File: src/rtl/pi_spi_pkg.sv
// Shared types for the Pi voltage-link SPI initiator.
// Frame width default and FSM state encoding.
package pi_spi_pkg;

    localparam int PI_SPI_WIDTH  = 8;
    localparam int PI_SPI_CLKDIV = 4;

    typedef enum logic [1:0] {
        IDLE  = 2'd0,
        SETUP = 2'd1,
        HIGH  = 2'd2,
        LOW   = 2'd3
    } spi_state_t;

endpackage

File: src/rtl/pi_spi_tick.sv
// Phase timer for the SPI initiator.
// Counts 0..CLKDIV-1 per sclk phase while a frame runs.
module pi_spi_tick
    import pi_spi_pkg::*;
#(
    parameter int CLKDIV = PI_SPI_CLKDIV
) (
    input  logic clk,
    input  logic reset,
    input  logic i_run,
    output logic o_done
);

    logic [7:0] r_cnt;

    assign o_done = (r_cnt == 8'(CLKDIV - 1));

    // Restart at every phase boundary; parked at zero while idle.
    always_ff @(posedge clk or negedge reset) begin
        if (!reset) begin
            r_cnt <= 8'd0;
        end else if (!i_run || o_done) begin
            r_cnt <= 8'd0;
        end else begin
            r_cnt <= r_cnt + 8'd1;
        end
    end

endmodule

File: src/rtl/pi_spi_master.sv
// SPI mode-0 initiator toward the Pi voltage-link shift register.
// No chip select: spi_frame_rst held high while idle frames the responder.
module pi_spi_master
    import pi_spi_pkg::*;
#(
    parameter int WIDTH  = PI_SPI_WIDTH,
    parameter int CLKDIV = PI_SPI_CLKDIV
) (
    input  logic             clk,
    input  logic             reset,
    input  logic             tx_valid,
    output logic             tx_ready,
    input  logic [WIDTH-1:0] tx_data,
    output logic             rx_valid,
    output logic [WIDTH-1:0] rx_data,
    output logic             busy,
    output logic             spi_sclk,
    output logic             spi_mosi,
    input  logic             spi_miso,
    output logic             spi_frame_rst
);

    localparam int BW = $clog2(WIDTH + 1);
    localparam logic [BW-1:0] LAST = BW'(WIDTH - 1);
    localparam logic [BW-1:0] FULL = BW'(WIDTH);

    spi_state_t       r_state;
    logic [BW-1:0]    r_bits;
    logic [WIDTH-1:0] r_tx;
    logic [WIDTH-1:0] r_rx;
    logic [WIDTH-1:0] r_rx_data;
    logic             r_rx_valid;
    logic             r_sclk;
    logic             r_frame_rst;
    logic             r_miso_s1;
    logic             r_miso_s2;
    logic             w_done;
    logic             w_run;

    assign w_run         = (r_state != IDLE);
    assign tx_ready      = (r_state == IDLE);
    assign busy          = w_run;
    assign rx_valid      = r_rx_valid;
    assign rx_data       = r_rx_data;
    assign spi_sclk      = r_sclk;
    assign spi_mosi      = r_tx[WIDTH-1];
    assign spi_frame_rst = r_frame_rst;

    pi_spi_tick #(
        .CLKDIV (CLKDIV)
    ) u_tick (
        .clk    (clk),
        .reset  (reset),
        .i_run  (w_run),
        .o_done (w_done)
    );

    // Two-flop synchroniser for the responder's MISO.
    always_ff @(posedge clk or negedge reset) begin
        if (!reset) begin
            r_miso_s1 <= 1'b0;
            r_miso_s2 <= 1'b0;
        end else begin
            r_miso_s1 <= spi_miso;
            r_miso_s2 <= r_miso_s1;
        end
    end

    // Frame FSM: sclk, MOSI shift, MISO capture, completion pulse.
    always_ff @(posedge clk or negedge reset) begin
        if (!reset) begin
            r_state     <= IDLE;
            r_bits      <= '0;
            r_tx        <= '0;
            r_rx        <= '0;
            r_rx_data   <= '0;
            r_rx_valid  <= 1'b0;
            r_sclk      <= 1'b0;
            r_frame_rst <= 1'b1;
        end else begin
            r_rx_valid <= 1'b0;
            unique case (r_state)
                IDLE: begin
                    if (tx_valid) begin
                        r_tx        <= tx_data;
                        r_bits      <= '0;
                        r_frame_rst <= 1'b0;
                        r_state     <= SETUP;
                    end
                end
                SETUP: begin
                    if (w_done) begin
                        r_sclk  <= 1'b1;
                        r_rx    <= {r_rx[WIDTH-2:0], r_miso_s2};
                        r_state <= HIGH;
                    end
                end
                HIGH: begin
                    if (w_done) begin
                        r_sclk  <= 1'b0;
                        r_bits  <= r_bits + 1'b1;
                        if (r_bits != LAST) begin
                            r_tx <= {r_tx[WIDTH-2:0], 1'b0};
                        end
                        r_state <= LOW;
                    end
                end
                LOW: begin
                    if (w_done) begin
                        if (r_bits == FULL) begin
                            r_frame_rst <= 1'b1;
                            r_rx_valid  <= 1'b1;
                            r_rx_data   <= r_rx;
                            r_state     <= IDLE;
                        end else begin
                            r_sclk  <= 1'b1;
                            r_rx    <= {r_rx[WIDTH-2:0], r_miso_s2};
                            r_state <= HIGH;
                        end
                    end
                end
                default: r_state <= IDLE;
            endcase
        end
    end

endmodule
File: config.mk
export PLATFORM = sky130hd
export DESIGN_NAME = pi_spi_master
export DESIGN_NICKNAME = d
export VERILOG_FILES = /design/src/rtl/pi_spi_pkg.sv /design/src/rtl/pi_spi_tick.sv /design/src/rtl/pi_spi_master.sv
export SDC_FILE = /design/constraint.sdc
export NUM_CORES = 1
export LEC_CHECK = 0
export CORE_ASPECT_RATIO = 2
export CORE_MARGIN = 2
export CORE_UTILIZATION = 48
export DETAILED_ROUTE_END_ITERATION = 6
export MAX_ROUTING_LAYER = met4
export PLACE_DENSITY = 0.74
export SYNTH_ARGS = -nofsm -noshare
export SYNTH_HDL_FRONTEND = slang
export SYNTH_SLANG_ARGS = --single-unit
File: constraint.sdc
create_clock -name clk -period 2.08 [get_ports clk]
set_clock_uncertainty 0.1 [all_clocks]
set_input_delay 0.208 -clock clk [delete_from_list [all_inputs] [get_ports clk]]
set_output_delay 0.208 -clock clk [all_outputs]
set_load 0.05 [all_outputs]
==> metrics.csv <==
metric;value;unit
Max-slew headroom;59.0;%
n_diodes;0;
Finish-stage setup viols;0;
R2R cell count;6;
Synth Area in Adders;1.97;%
die height;93.2;um
Distinct cells, synth;33;
crit path kind;reg2reg;
DP Area;2260;um2
ANT nets after route;0;
Mapped Nets;165;
Req. time, crit path;2.16;ns
CP max stage cell;dfrtp_1;
# nets final;203;
TritonCTS clock tree;yes;
crit end category;flop;
fraction of registers with async set/reset;100;%
Root Driver;clkbuf_8;
compound-cell area share of the yosys netlist;6.42;%
Tmin final;1.98;ns
Final Hold Fails;0;
Initial Util;49.7;%
CTS sink cnt;43;
CP startpoint kind;flop;
#FFs+latches synth;43;
clk_lat worst skew;0.30;ns
area of the multi-input gates;793;um2
vias in the first global route;1309;
Worst Path Arrival;2.06;ns
Core ar.;3840;um2
Remaining DRCs;0;
average size of a mapped cell;12.7;um2
largest family of logic cells by synthesized area;multiplexers;
setup_tns;0;ns
worst-margin pin slew;0.615;ns
number of synthesized flops with an enable pin;0;
worst-case clock buffer depth;2;
Max-Cap Viols;0;
Hold Crit Start;spi_miso;
layout cells sized above 1;32.3;%
reg2reg end;r_tx[1];
Design Power;3.05;mW
R2R Path Start;u_tick.r_cnt[0];
YS warnings;0;
Worst Path Buf+Inv;1;
vias;1263;
Remaining Overflow, GRT;0;
first-pass GRT wire length;5940;um
Setup WS pre-CTS;0.0129;ns
routed len/inst;15.0;um
ys flop type;dfrtp_1;
Slew Limit Fails;0;
DR vias/cell;5.26;
Die ar.;4530;um2
hold depth;1;
status;completed;
Detailed Route Iter0 Violations;17;
Hold Crit Class;in2reg;
Port Buffers;25;
leakage power;1.10;nW
WHS Endpoint;r_miso_s1;
Area Growth Syn to Fin;23.9;%
mapped cell area;1910;um2
RSZ-0062 raised after global routing;no;
register area share after synthesis;56.4;%
Post-Synth XOR/XNOR Area;2.75;%
Die X;48.6;um
crit-path max FO;8;
crit-path leading delay family;simple AND/OR/NAND/NOR gates;
cells after synthesis;150;
r2r setup slk;0.10;ns
All-Layer GR Usage;18.0;%
PwrDens;1290;nW/um2
max frequency;0.505;GHz
mux cell area share after synthesis;18.7;%
largest net degree at the start of global routing;30;
VDD IR max;786;uV
antenna violations before repair;0;
crit share post-route;95.2;%
Worst-path clk slew;0.08;ns
simple-gate share of the synthesized area;11.4;%
Worst path max stage delay;0.39;ns
final worst slack;0.100;ns
Final Cell Area;2370;um2
number of CTS-inserted buffers;5;
first-pass iteration count of the detailed router;4;
most common cell after layout, fill and taps aside;dfrtp_1;
crit path cell chain;ha_2, nor4b_4, nand2_2, o41ai_4, buf_6, mux2_2;
fill cell count;314;
num rows;32;
RD Place Congestion;0.795;
utilization after layout;61.6;%
I/O pins;26;
Detailed Route WL;3590;um
H-tree lvl count;2;
hpwl dp;2700;um
most frequent cells in the layout;42 x dfrtp_1, 30 x mux2_2, 22 x clkdlybuf4s50_1;
Reg area;1080;um2
-- per-stage QoR --
| step | cells | hold WS (ns) |
|---|---|---|
| 2_1_floorplan | 150 | -0.188 |
| 3_3_place_gp | 230 | 0.139 |
| 3_5_place_dp | 230 | 0.162 |
| 4_1_cts | 239 | 0.247 |
| 5_1_grt | 240 | 0.259 |
| 6_report | 240 | 0.253 |
-- cell type report --
class	count	share of cell area, %
Clock buffer	5	2.91
Clock inverter	3	0.635
Inverter	7	1.11
Multi-Input combinational cell	96	33.5
Sequential cell	43	45.5
Tap cell	51	2.70
Timing Repair Buffer	35	13.6
-- routing by layer --
| metal | global-route usage [%] | share of wire (%) | vias to the layer above |
|---|---|---|---|
| met1 | 18.1 | 38 | 631 |
| met3 | 3.99 | 3.1 | 7 |
| li1 | - | - | 603 |
| met4 | 7.86 | 1.9 | 0 |
| met2 | 32.9 | 57 | 22 |
| met5 | - | 0 | - |
-- state kept, by name, indices dropped and copies added, names as in the netlist, 2 cells and up --
register,count
r_bits,4
r_tx,8
rx_data,8
r_rx,8
r_state,2
u_tick.r_cnt,8
-- how the worst max path moves through the flow --
stage               startpoint       to  cells past startpoint
3_5_place_dp   u_tick.r_cnt[0]  r_tx[4]                      6
2_1_floorplan  u_tick.r_cnt[0]  r_tx[1]                      5
5_1_grt        u_tick.r_cnt[0]  r_tx[3]                      6
3_3_place_gp   u_tick.r_cnt[0]  r_tx[1]                      6
4_1_cts        u_tick.r_cnt[0]  r_tx[4]                      6
6_report       u_tick.r_cnt[0]  r_tx[1]                      6
-- timing repair --
item                                    4_1_cts  5_1_grt
gates resized for setup                       1        1
endpoints found under the setup margin        1       15
endpoints found under the hold margin        26        0
pin swaps                                     0        3
hold buffers                                  1        0
setup buffers                                 0        1
-- logic make-up after synthesis --
family,count (synthesis)
flip-flops,43
AO/OA/AOI/OAI,15
buffers and inverters,11
multiplexers,32
AND/OR/NAND/NOR,40
adder cells (fa/ha/maj),3
XOR/XNOR,6
-- synthesized netlist by cell type (3+ instances only) --
library cell | n | area share [%]
a21oi_1 | 3 | 0.79
dfrtp_1 | 42 | 55
ha_1 | 3 | 2.0
inv_1 | 6 | 1.2
mux2_2 | 30 | 18
nand2_1 | 8 | 1.6
nand3_1 | 8 | 2.1
nor2_1 | 11 | 2.2
nor3_1 | 3 | 0.79
o21ai_0 | 3 | 0.79
xor2_1 | 4 | 1.8
-- power by group --
group / internal, mW / leakage [nW] / switching, mW
combinational: 0.591 / 0.527 / 0.608
clock: 0.230 / 0.0477 / 0.280
sequential: 1.11 / 0.530 / 0.227
total: 1.93 / 1.10 / 1.11
-- worst reg2reg max path: stages, from the launching register on --
cell and delay [ns]:
dfrtp_1 0.39, ha_2 0.19, nor4b_4 0.28, nand2_2 0.13, o41ai_4 0.25, buf_6 0.19, mux2_2 0.34
Power figures use the tool's default switching activity.
